### src/rtl/glitcbus_gclk_gen.sv
// GLITCBUS GCLK source: divides clk_i by DIV into a glitch-free, 50% duty GCLK with ready after settling.
// Latency: first GCLK rise is registered on the edge that samples run_i=1; no backpressure (level request).
// Optional GCLK rise counter on cycle_cnt_o is built only when GLITCBUS_GCLK_CNT_EN is defined.
module glitcbus_gclk_gen #(
    parameter int unsigned DIV           = 8,
    parameter int unsigned SETTLE_CYCLES = 1024
) (
    input  logic        clk_i,
    input  logic        rst_n_i,
    input  logic        run_i,
    input  logic        cnt_clear_i,
    output logic        gclk_o,
    output logic        running_o,
    output logic        ready_o,
    output logic [31:0] cycle_cnt_o
);

    localparam int unsigned DW = $clog2(DIV);
    localparam int unsigned SW = $clog2(SETTLE_CYCLES + 1);

    localparam logic [DW-1:0] HALF_C   = DW'(DIV / 2);
    localparam logic [DW-1:0] LAST_C   = DW'(DIV - 1);
    localparam logic [SW-1:0] SETTLE_C = SW'(SETTLE_CYCLES);

    typedef enum logic [1:0] {
        ST_IDLE = 2'd0,
        ST_RUN  = 2'd1,
        ST_STOP = 2'd2
    } state_t;

    state_t        state;
    state_t        state_nxt;
    logic [DW-1:0] div_cnt;
    logic [DW-1:0] div_cnt_nxt;
    logic [SW-1:0] settle_cnt;
    logic [SW-1:0] settle_nxt;
    logic          active_nxt;
    logic          gclk_nxt;
    logic          rise;

    always_comb begin
        state_nxt = state;
        case (state)
            ST_IDLE: state_nxt = run_i ? ST_RUN : ST_IDLE;
            ST_RUN:  state_nxt = run_i ? ST_RUN : ST_STOP;
            // STOP leaves only at a period boundary, so the last low phase is complete.
            ST_STOP: begin
                if (run_i)
                    state_nxt = ST_RUN;
                else if (div_cnt == LAST_C)
                    state_nxt = ST_IDLE;
                else
                    state_nxt = ST_STOP;
            end
            default: state_nxt = ST_IDLE;
        endcase
    end

    // div_cnt sits at 0 in IDLE, so leaving IDLE looks exactly like a period wrap.
    always_comb begin
        active_nxt  = (state_nxt != ST_IDLE);
        div_cnt_nxt = '0;
        gclk_nxt    = 1'b0;
        if (active_nxt) begin
            div_cnt_nxt = (div_cnt == LAST_C) ? '0 : div_cnt + 1'b1;
            gclk_nxt    = (div_cnt < HALF_C);
        end
        rise = active_nxt && (div_cnt == '0);
    end

    always_comb begin
        settle_nxt = settle_cnt;
        if (state_nxt != ST_RUN)
            settle_nxt = '0;
        else if (rise && (settle_cnt < SETTLE_C))
            settle_nxt = settle_cnt + 1'b1;
    end

    always_ff @(posedge clk_i or negedge rst_n_i) begin
        if (!rst_n_i) begin
            state      <= ST_IDLE;
            div_cnt    <= '0;
            gclk_o     <= 1'b0;
            running_o  <= 1'b0;
            settle_cnt <= '0;
            ready_o    <= 1'b0;
        end else begin
            state      <= state_nxt;
            div_cnt    <= div_cnt_nxt;
            gclk_o     <= gclk_nxt;
            running_o  <= active_nxt;
            settle_cnt <= settle_nxt;
            ready_o    <= (settle_nxt == SETTLE_C);
        end
    end

`ifdef GLITCBUS_GCLK_CNT_EN
    always_ff @(posedge clk_i or negedge rst_n_i) begin
        if (!rst_n_i)
            cycle_cnt_o <= 32'h0;
        else if (cnt_clear_i)
            cycle_cnt_o <= 32'h0;
        else if (rise)
            cycle_cnt_o <= cycle_cnt_o + 32'd1;
    end
`else
    logic unused_cnt_clear;
    assign unused_cnt_clear = cnt_clear_i;
    assign cycle_cnt_o      = 32'h0;
`endif

endmodule

### config.mk
export PLATFORM = sky130hd
export DESIGN_NAME = glitcbus_gclk_gen
export DESIGN_NICKNAME = d
export VERILOG_FILES = /design/src/rtl/glitcbus_gclk_gen.sv
export SDC_FILE = /design/constraint.sdc
export NUM_CORES = 1
export LEC_CHECK = 0
export CAP_MARGIN = 15
export CELL_PAD_IN_SITES_DETAIL_PLACEMENT = 0
export CELL_PAD_IN_SITES_GLOBAL_PLACEMENT = 1
export CORE_MARGIN = 8
export CORE_UTILIZATION = 36
export CTS_BUF_LIST = sky130_fd_sc_hd__clkbuf_16
export DETAILED_ROUTE_END_ITERATION = 6
export PLACE_DENSITY_LB_ADDON = 0.1
export SYNTH_ARGS = -nofsm -noshare
export SYNTH_HDL_FRONTEND = slang
export SYNTH_SLANG_ARGS = --single-unit
### constraint.sdc
create_clock -name clk_i -period 6.2 [get_ports clk_i]
set_input_delay 1.24 -clock clk_i [delete_from_list [all_inputs] [get_ports clk_i]]
set_output_delay 1.24 -clock clk_i [all_outputs]
set_load 0.005 [all_outputs]
# [After elaboration in Yosys (flattened, before gate mapping)]
# Cells that the tools add are included.
[word_totals] mem_bits_rw=0 memories=0 out_inout_bits=35 latchBits=0 elab_cells=30 reg_bits=19 rom_bits=0
[op_classes] add_sub_neg=2 magnitude_cmp=2 multipliers=0 bitwise=0 n_reduce_logical=5 eq_ne=5 n_div=0 shifts=0 n_mux=10
[ops] cell="$mux W11" count=2
[ops] cell="$add A11 B1 Y11 const B" count=1
[ops] cell="$eq A11 B11 Y1 const B" count=1
[ops] cell="$lt A11 B11 Y1 const B" count=1
[ops] cell="$mux W2" count=3
[ops] cell="$mux W3" count=2
[ops] cell="$pmux W2 S3" count=1
[ops] cell="$add A3 B1 Y3 const B" count=1
[ops] cell="$eq A3 B3 Y1 const B" count=1
[ops] cell="$logic_not A3 Y1" count=1
[ops] cell="$lt A3 B3 Y1 const B" count=1
[ops] cell="$eq A2 B1 Y1 const B" count=1
[ops] cell="$eq A2 B2 Y1 const B" count=1
[ops] cell="$logic_and A1 B1 Y1" count=2
[ops] cell="$logic_not A2 Y1" count=1
[ops] cell="$mux W1" count=2
[ops] cell="$ne A2 B1 Y1 const B" count=1
[ops] cell="$reduce_bool A2 Y1" count=1

# [Depth between registers and ports, before layout]
# Gate-level depths: netlist of run 1.
[logic_depth] ltp_word=10 mapped_depth=9 depth_no_buf=8

# [Worst setup path before layout of run 1]
# No wires, ideal clock.
[synth_timing] path_type="input to register" start="input port run_i" end="register ready_o" setup_slack_ns=3.452 setup_time_ns=0.096 cell_stages=7 path_buffers=1 arrival_ns=2.653 cell_sequence="nor2_1 a211o_1 buf_6 o31a_1 o21a_1 a2111o_1 nor4_2"
[synth_between] elab_chain_cells=8 word_cells_on_any_way=11
[synth_lines] item="start, declared" line_no="10" text="input logic run_i,"
[synth_lines] item="$mux W2 (tied with other cells)" line_no="48" text="if (run_i)"
[synth_lines] item="$pmux W2 S3 (*)" line_no="43" text="case (state)"
[synth_lines] item="$reduce_bool A2 Y1" line_no="61" text="active_nxt = (state_nxt != ST_IDLE);"
[synth_lines] item="$logic_and A1 B1 Y1" line_no="68" text="rise = active_nxt && (div_cnt == '0);"
[synth_lines] item="$logic_and A1 B1 Y1" line_no="75" text="else if (rise && (settle_cnt < SETTLE_C))"
[synth_lines] item="$mux W11" line_no="75"
[synth_lines] item="$mux W11 (*)" line_no="73" text="if (state_nxt != ST_RUN)"
[synth_lines] item="net settle_nxt[7]" line_no="36" text="logic [SW-1:0] settle_nxt;"
[synth_lines] item="$eq A11 B11 Y1 (*)" line_no="93" text="ready_o <= (settle_nxt == SETTLE_C);"
[synth_lines] item="end signal, assigned" line_no="93"
[synth_lines] item="end, declared" line_no="14" text="output logic ready_o,"
# Mark *: on every way through the listed nets, which the timed path passes. The rest lies on a longest branch.

# [Worst setup path after layout of run 1]
# Same ends and word-level chain as after synthesis.

==> results by group, run 1 <==
Outcome
  – Outcome: finished, final reports clean

Place
  – Final HPWL DP: 1.71 mm
  – PortBufs: 5
  – DP Cell Count: 178
  – Gpl congestion: 0.728
  – Post-Place Cell Area: 1190 µm²

Routing
  – TritonRoute pass-1 iters: 4
  – WL final: 2.30 mm
  – Initial DRC Count: 30
  – DR vias: 805
  – Via/cell ratio: 4.42
  – Antenna viol nets, final: 0
  – WL per Instance: 12.6 µm
  – Drt drc: 0

GRT
  – Initial antenna violation count: 0
  – Global-route wire length before repair: 3.73 mm
  – Vias in the first global route: 816
  – GRT Residual Overflow: 0
  – Global Route Usage Sum: 0.0883
  – Largest net degree at the start of global routing: 20
  – Met2 global-route usage: 0.133
  – Global routing's busiest layer: met2
  – GR Util met3: 0.0270
  – Grt met1 use: 0.111

Cells and area
  – # diodes: 0
  – Layout Nets: 145
  – Most frequent cells in the layout: 32 x conb_1, 19 x dfrtp_1, 12 x nor2_1
  – Final Cell Area: 1280 µm²
  – Most common cell after layout, fill and taps aside: conb_1
  – Fillers: 353
  – Cell Count, Final, Fillers Out: 182
  – Layout cells sized above 1: 0.0588
  – Synth-to-Final Area Change: 4.50%

Setup path
  – CP delay by family, top: compound AO/OA/AOI/OAI gates
  – Launch point of the critical path: run_i
  – CP Cell Sequence: clkdlybuf4s50_1 -> nor2_1 -> a211o_1 -> or4_2 -> a21oi_1 -> a2111o_1 -> nor4_2
  – Max incr delay on CP: 650 ps
  – WP depth: 7
  – Buf/Inv on CP: 1
  – Arr. time, crit path: 3360 ps
  – Cells on worst reg2reg path: 8
  – CP max FO: 11
  – CP endpoint kind: flop
  – CP Data Required Time: 6330 ps
  – Worst R2R Setup Slack: 3560 ps
  – Kind of critical path: in -> reg
  – Last element of the critical path: ready_o
  – Worst setup SP type: input pin
  – Slowest CP cell: or4_2
  – R2r endpoint: ready_o
  – Reg2reg start: div_cnt[0]

Synth
  – Seq/Total Area, Yosys: 0.389
  – Synth Register Bits: 19
  – Most used DFF post-synth: dfrtp_1
  – Ys async rst share: 1.00
  – Post-synth EDFFs: 0
  – Post-Synthesis Cells: 129
  – Synthesized area: 1220 µm²
  – Avg Cell Area, Syn: 9.48 µm²
  – Netlist cell types: 34
  – Ys Warns: 0

Floorplanning
  – Die width: 74.3 µm
  – Initial Utilization: 0.369
  – Core ar.: 3310 µm²
  – Row cnt: 21
  – IO Pins: 39
  – Die Ht: 74.3 µm
  – Die area: 5520 µm²

STA
  – Max-slew headroom: 0.399
  – Final Setup Violations: 0
  – Tmin final: 3240 ps
  – RSZ-0062 raised after global routing: no
  – Setup_tns: 0 ps
  – Worst Clk Skew: 3.82 ps
  – Tcrit/Tclk final: 0.522
  – Least-Margin Pin Slew: 899 ps
  – Pins over their slew limit: 0
  – Final hold vios: 0
  – Worst Hold Slack: 472 ps
  – Fmax: 309 MHz

Clocking
  – Clock tree buffer depth: 2
  – Clock sink count: 19
  – Clk root buf: clkbuf_16
  – Hold Buf Count CTS: 0
  – H-tree depth: 1
  – Clock-pin slew on the worst setup and hold paths: 60 ps
  – TritonCTS clock tree: done
  – Num CTS Buffers: 3
  – Latest clock arrival within the worst-skew pair: 250 ps
  – Setup Fix Bufs, Post-CTS: 0
  – CTS resizes: 0

Run
  – Max-Cap Viols: 0

Worst hold path
  – Hold Path Class: reg -> reg
  – Hold path cells: 1

Power
  – Max VDD drop: 109 µV
  – Pwr dens: 296 nW/µm²
  – Lkg Pwr: 0.598 nW
  – Power Total: 0.000378 W
-- worst min-delay path by stage --
| stage | startpoint | endpoint |
|---|---|---|
| 4_1_cts | div_cnt[0] | div_cnt[0] |
| 5_1_grt | div_cnt[0] | div_cnt[0] |
| 2_1_floorplan | div_cnt[0] | div_cnt[0] |
| 6_report | div_cnt[0] | div_cnt[0] |
| 3_5_place_dp | div_cnt[0] | div_cnt[0] |
| 3_3_place_gp | div_cnt[0] | div_cnt[0] |
-- cells by family after synthesis --
group | after synthesis | synth area share
other | 1 | 0.00307
AO/OA/AOI/OAI | 13 | 0.0809
adder cells (fa/ha/maj) | 4 | 0.0409
flip-flops | 19 | 0.389
buffers and inverters | 39 | 0.224
XOR/XNOR | 6 | 0.0430
multiplexers | 2 | 0.0174
AND/OR/NAND/NOR | 45 | 0.202
-- area by class of cell --
type                       count  area (µm²)  area share
multi-input combinational    102         589       0.461
sequential                    19         475       0.372
clock buffer                   3        75.1      0.0588
tap                           46        57.6      0.0451
timing repair buffer           5        50.0      0.0392
inverter                       6        22.5      0.0176
clock inverter                 1        7.51     0.00588
-- synth_stat cells, types with 2 or more instances --
master	count	area (µm²)
a21oi_1	2	10.0
ha_1	4	50.1
nor2_1	12	45.0
nand3b_1	2	15.0
inv_1	6	22.5
o21a_1	2	15.0
nand3_1	3	15.0
nand4_1	2	12.5
a211o_1	2	17.5
dfrtp_1	19	475
nand2b_1	3	18.8
nor4_1	3	18.8
nand2_1	7	26.3
buf_4	32	240
o31a_1	2	17.5
and2_1	3	18.8
xnor2_1	5	43.8
and3_1	3	18.8
nor3b_1	2	15.0
-- per-stage QoR --
step | worst slack [ps] | utilization
finish | 2960 | 0.386
global route | 2840 | 0.386
CTS | 2970 | 0.386
detailed placement | 2730 | 0.361
global placement | 2750 | 0.361
floorplan | 3450 | -
-- state kept, by name, summed over array words and instances (netlist names) --
register    cells
gclk_o          1
div_cnt         3
settle_cnt     11
ready_o         1
running_o       1
state           2
-- worst register-to-register path, cell delays in order, from the launching register on --
cell	delay, ps
dfrtp_1	400
ha_1	210
ha_1	210
nand2b_1	180
a211o_1	410
or4_2	650
a21oi_1	250
a2111o_1	170
nor4_2	50
-- metal layers --
metal  up-vias  wire length, µm  share of wire
met5         -                0              0
met4         0               47          0.020
met3         4              169          0.073
met2        37             1040           0.45
met1       375             1050           0.45
li1        389                -              -
-- where the power goes --
part / leakage (nW) / internal [W] / total [W] / switching, W
clock network: 0.0371 / 0.0000872 / 0.000137 / 0.0000494
logic: 0.309 / 0.0000370 / 0.0000818 / 0.0000448
registers: 0.252 / 0.000141 / 0.000160 / 0.0000191
Power figures use the tool's default switching activity.
==> inputs of run 2 (changes only) <==
--- a/config.mk
+++ b/config.mk
@@ -9,7 +9,7 @@
 export CELL_PAD_IN_SITES_DETAIL_PLACEMENT = 0
 export CELL_PAD_IN_SITES_GLOBAL_PLACEMENT = 1
 export CORE_MARGIN = 8
-export CORE_UTILIZATION = 36
+export CORE_UTILIZATION = 31
 export CTS_BUF_LIST = sky130_fd_sc_hd__clkbuf_16
 export DETAILED_ROUTE_END_ITERATION = 6
 export PLACE_DENSITY_LB_ADDON = 0.1
==> constraint.sdc (replaced) <==
create_clock -name clk_i -period 2.7 [get_ports clk_i]
set_input_delay 0.54 -clock clk_i [delete_from_list [all_inputs] [get_ports clk_i]]
set_output_delay 0.54 -clock clk_i [all_outputs]
set_load 0.005 [all_outputs]
==> run 2 against run 1 <==
Non-clock buffer count is 8 higher. Final cell count is 6.6% higher. Clock skew is 1.5 ps lower. Register-to-register slack worse by 3400 ps. Highest routed layer unchanged.
==> results by group, run 2 (synthesis gave the netlist of run 1 again) <==
Outcome
  – Outcome: finished, final reports clean

Clocking
  – Clock sink count: 19
  – H-tree depth: 1
  – Latest clock arrival within the worst-skew pair: 250 ps
  – Num CTS Buffers: 3
  – Clock-pin slew on the worst setup and hold paths: 50 ps
  – TritonCTS clock tree: done
  – Hold Buf Count CTS: 0
  – Clk root buf: clkbuf_16
  – Setup Fix Bufs, Post-CTS: 0
  – CTS resizes: 0
  – Clock tree buffer depth: 2

STA
  – Worst Hold Slack: 468 ps
  – Tcrit/Tclk final: 0.946
  – Final Setup Violations: 0
  – RSZ-0062 raised after global routing: no
  – Final setup margin: 145 ps
  – Pins over their slew limit: 0
  – Final hold vios: 0
  – Tmin final: 2560 ps
  – Worst Clk Skew: 2.35 ps
  – Fmax: 391 MHz

GRT
  – Vias in the first global route: 854
  – Initial antenna violation count: 0
  – Global-route wire length before repair: 3.86 mm
  – Largest net degree at the start of global routing: 20
  – Global Route Usage Sum: 0.0784
  – GRT Residual Overflow: 0

Place
  – PortBufs: 5
  – Pre-CTS WS: -38.5 ps
  – Gpl congestion: 0.721
  – Final HPWL DP: 1.85 mm

Setup path
  – CP max FO: 11
  – Worst R2R Setup Slack: 140 ps
  – Kind of critical path: reg -> reg
  – Arr. time, crit path: 2700 ps
  – CP endpoint kind: flop
  – R2r endpoint: ready_o
  – Cells on worst reg2reg path: 8
  – Worst setup SP type: flop
  – CP Data Required Time: 2850 ps
  – Reg2reg start: div_cnt[0]

Cells and area
  – Most common cell after layout, fill and taps aside: conb_1
  – Register name with the most flops: settle_cnt
  – Layout Nets: 153
  – Biggest regs: settle_cnt (11), div_cnt (3), state (2)
  – Most frequent cells in the layout: 32 x conb_1, 19 x dfrtp_1, 12 x nor2_1
  – # diodes: 0
  – Layout cells sized above 1: 0.111
  – Max reg flops: 11
  – Synth-to-Final Area Change: 10.2%

Floorplanning
  – Row cnt: 23
  – Die Ht: 78.8 µm
  – Initial Utilization: 0.315
  – Core ar.: 3880 µm²
  – IO Pins: 39
  – Die area: 6210 µm²
  – Die width: 78.8 µm

Routing
  – Via/cell ratio: 4.23
  – WL final: 2.36 mm
  – DR vias: 821
  – Drt drc: 0
  – WL per Instance: 12.1 µm
  – TritonRoute pass-1 iters: 4
  – Antenna viol nets, final: 0
  – Initial DRC Count: 25

Power
  – Lkg Pwr: 0.645 nW
  – Max VDD drop: 202 µV
  – Pwr dens: 657 nW/µm²

Worst hold path
  – HP Start: div_cnt[0]
  – Worst Hold End: div_cnt[0]
  – Hold Path Class: reg -> reg
  – Hold path cells: 1

Run
  – Max-Cap Viols: 0
==> run 2: cell count changes in the layout (fill, tap and decap cells not counted) <==
cell / previous run / this run
a211o_1: 2 / 1
a211o_4: 0 / 1
buf_4: 0 / 8
clkinvlp_4: 1 / 0
inv_1: 6 / 7
==> run 2: how the worst max path moves through the flow <==
stage,startpoint,to,slack (ps)
finish,div_cnt[0],ready_o,140
global route,div_cnt[0],ready_o,10
CTS,div_cnt[0],ready_o,80
detailed placement,run_i,ready_o,-40
global placement,run_i,ready_o,-30
floorplan,div_cnt[0],ready_o,330
==> run 2: final cells by class <==
class                           instances  area [µm²]
Timing Repair Buffer                   13         110
Tap cell                               50        62.6
Clock buffer                            3        75.1
Fill cell                             418        2540
Sequential cell                        19         475
Inverter                                6        22.5
Clock inverter                          1        3.75
Multi-Input combinational cell        102         598
==> run 2: per-stage QoR <==
step | utilization | area, µm² | setup TNS [ps] | cells | total power [W]
final | 0.347 | 1350 | 0 | 194 | 0.000886
after detailed placement | 0.324 | 1260 | -38.5 | 190 | 0.000585
after global routing | 0.347 | 1350 | 0 | 194 | 0.000949
after floorplan | - | 1340 | 0 | 160 | 0.000543
after CTS | 0.345 | 1340 | 0 | 194 | 0.000889
after global placement | 0.324 | 1260 | -31.4 | 190 | 0.000583
==> run 2: power by group <==
group / internal [W] / total [W] / switching, W
Sequential: 0.000323 / 0.000355 / 0.0000321
Clock: 0.000197 / 0.000295 / 0.0000981
Combinational: 0.000113 / 0.000236 / 0.000123
Total: 0.000633 / 0.000886 / 0.000253
==> run 2: routing by layer <==
metal	vias up	routed length [µm]	track usage
met5	-	0	0
met4	0	40	0.0556
met3	2	46	0.0102
met2	28	1130	0.129
met1	388	1140	0.0924
li1	403	-	-
==> run 2: worst max-delay path: stages, from the launching register on <==
cell	delay, ps
dfrtp_1	390
ha_1	200
ha_1	210
nand2b_1	190
a211o_4	400
o31a_1	290
o21a_1	200
a2111o_1	410
nor4_2	160
==> inputs of run 3 (changes only) <==
--- a/config.mk
+++ b/config.mk
@@ -9,8 +9,8 @@
 export CELL_PAD_IN_SITES_DETAIL_PLACEMENT = 0
 export CELL_PAD_IN_SITES_GLOBAL_PLACEMENT = 1
 export CORE_MARGIN = 8
-export CORE_UTILIZATION = 31
-export CTS_BUF_LIST = sky130_fd_sc_hd__clkbuf_16
+export CORE_UTILIZATION = 32
+export CTS_BUF_LIST = sky130_fd_sc_hd__clkbuf_8
 export DETAILED_ROUTE_END_ITERATION = 6
 export PLACE_DENSITY_LB_ADDON = 0.1
 export SYNTH_ARGS = -nofsm -noshare
==> run 3 against run 2 <==
Utilization grew 0.96 points. Count of clock-buffer cells in the layout did not move. Routed wire length up 0.25%. Sequential power is essentially flat. Via count is 0.24% lower. First-iteration DRC count increased by 12%.
==> results by group, run 3 (synthesis gave the netlist of run 1 again) <==
Clocking
  – Clk root buf: clkbuf_8
  – TritonCTS clock tree: done
  – H-tree depth: 1
  – Num CTS Buffers: 3
  – Clock tree buffer depth: 2
  – Clock sink count: 19
  – Hold Buf Count CTS: 0
  – Latest clock arrival within the worst-skew pair: 250 ps
  – Clock-pin slew on the worst setup and hold paths: 70 ps

Setup path
  – CP endpoint kind: flop
  – Kind of critical path: reg -> reg
  – Worst setup SP type: flop
  – CP max FO: 11
  – Arr. time, crit path: 2700 ps
  – CP Data Required Time: 2840 ps

GRT
  – Met2 global-route usage: 0.132
  – Global-route wire length before repair: 3.88 mm
  – GRT Residual Overflow: 0
  – Grt met1 use: 0.0907
  – Global Route Usage Sum: 0.0787
  – Largest net degree at the start of global routing: 20
  – Global routing's busiest layer: met2
  – Initial antenna violation count: 0
  – Vias in the first global route: 806
  – GR Util met3: 0.0230

STA
  – Pins over their slew limit: 0
  – Tmin final: 2560 ps
  – RSZ-0062 raised after global routing: no
  – Final Setup Violations: 0
  – Final hold vios: 0
  – Worst Clk Skew: 1.21 ps
  – Tcrit/Tclk final: 0.950
  – Fmax: 390 MHz

Routing
  – DR vias: 819
  – Drt drc: 0
  – Via/cell ratio: 4.27
  – Antenna viol nets, final: 0
  – WL final: 2.36 mm
  – WL per Instance: 12.3 µm
  – Initial DRC Count: 28
  – TritonRoute pass-1 iters: 4

Floorplanning
  – Initial Utilization: 0.334
  – Die width: 77.8 µm
  – Core ar.: 3660 µm²
  – Die Ht: 77.8 µm
  – IO Pins: 39
  – Row cnt: 22
  – Die area: 6050 µm²

Cells and area
  – Most frequent cells in the layout: 32 x conb_1, 19 x dfrtp_1, 12 x nor2_1
  – # diodes: 0
  – Layout cells sized above 1: 0.118
  – Register name with the most flops: settle_cnt
  – Most common cell after layout, fill and taps aside: conb_1
  – Biggest regs: settle_cnt (11), div_cnt (3), state (2)
  – Cell Count, Final, Fillers Out: 192
  – Final Cell Area: 1310 µm²
  – Max reg flops: 11
  – Synth-to-Final Area Change: 6.76%
  – Layout Nets: 153

Place
  – DP Cell Count: 188
  – Final HPWL DP: 1.85 mm
  – PortBufs: 5
  – Gpl congestion: 0.788
  – Post-Place Cell Area: 1260 µm²

Run
  – Max-Cap Viols: 0

Power
  – Pwr dens: 599 nW/µm²
  – Max VDD drop: 275 µV
  – Lkg Pwr: 0.627 nW

Worst hold path
  – Hold Path Class: reg -> reg

Outcome
  – Outcome: finished, final reports clean
-- run 3: cell count changes in the layout (fill, tap and decap cells not counted) --
cell | previous run | this run
inv_1 | 7 | 6
clkinv_2 | 0 | 1
a211o_2 | 0 | 1
clkbuf_8 | 0 | 3
clkbuf_16 | 3 | 0
a211o_4 | 1 | 0
-- run 3: power by group --
part	total [W]	switching [W]	internal, W
sequential	0.000354	0.0000317	0.000322
combinational	0.000225	0.000119	0.000107
clock	0.000202	0.0000995	0.000103
total	0.000782	0.000250	0.000532
-- run 3: final timing paths --
path	cells past startpoint	slack, ps	startpoint	endpoint
setup / recovery	8	140	div_cnt[0]	ready_o
hold / removal	1	470	div_cnt[0]	div_cnt[0]
setup reg to reg	8	140	div_cnt[0]	ready_o
hold reg to reg	1	470	div_cnt[0]	div_cnt[0]
max in group asynchronous	2	1880	rst_n_i	settle_cnt[10]
min in group asynchronous	2	620	rst_n_i	ready_o
-- run 3: layout make-up --
cell class                      count  area (µm²)
Clock buffer                        3        41.3
Clock inverter                      1        5.00
Fill cell                         390        2360
Inverter                            6        22.5
Multi-Input combinational cell    102         591
Sequential cell                    19         475
Tap cell                           48        60.1
Timing Repair Buffer               13         110
-- run 3: repair_timing --
item                       4_1_cts  5_1_grt
gates resized for setup          0        1
buffers inserted                 0        0
setup endpoints to repair        0        1
-- run 3: critical path: stages (launching register included) --
cell and delay (ps):
dfrtp_1 400, ha_1 210, ha_1 210, nand2b_1 180, a211o_2 410, or4_2 620, a21oi_1 230, a2111o_1 150
nor4_2 40
-- run 3: stage by stage --
step           setup TNS, ps  setup slack [ps]  utilization  power [W]  hold WS (ps)
2_1_floorplan              0               333            -   0.000543           244
3_3_place_gp           -25.2             -25.2        0.343   0.000586           453
3_5_place_dp           -29.8             -29.8        0.343   0.000590           464
4_1_cts                    0              76.1        0.356   0.000799           475
5_1_grt                    0              23.1        0.356   0.000847           516
6_report                   0               136        0.356   0.000782           471
-- run 3: metal layers --
layer,wire [µm],vias up
li1,-,403
met1,1020,396
met2,1180,18
met3,142,2
met4,14,0
met5,0,-
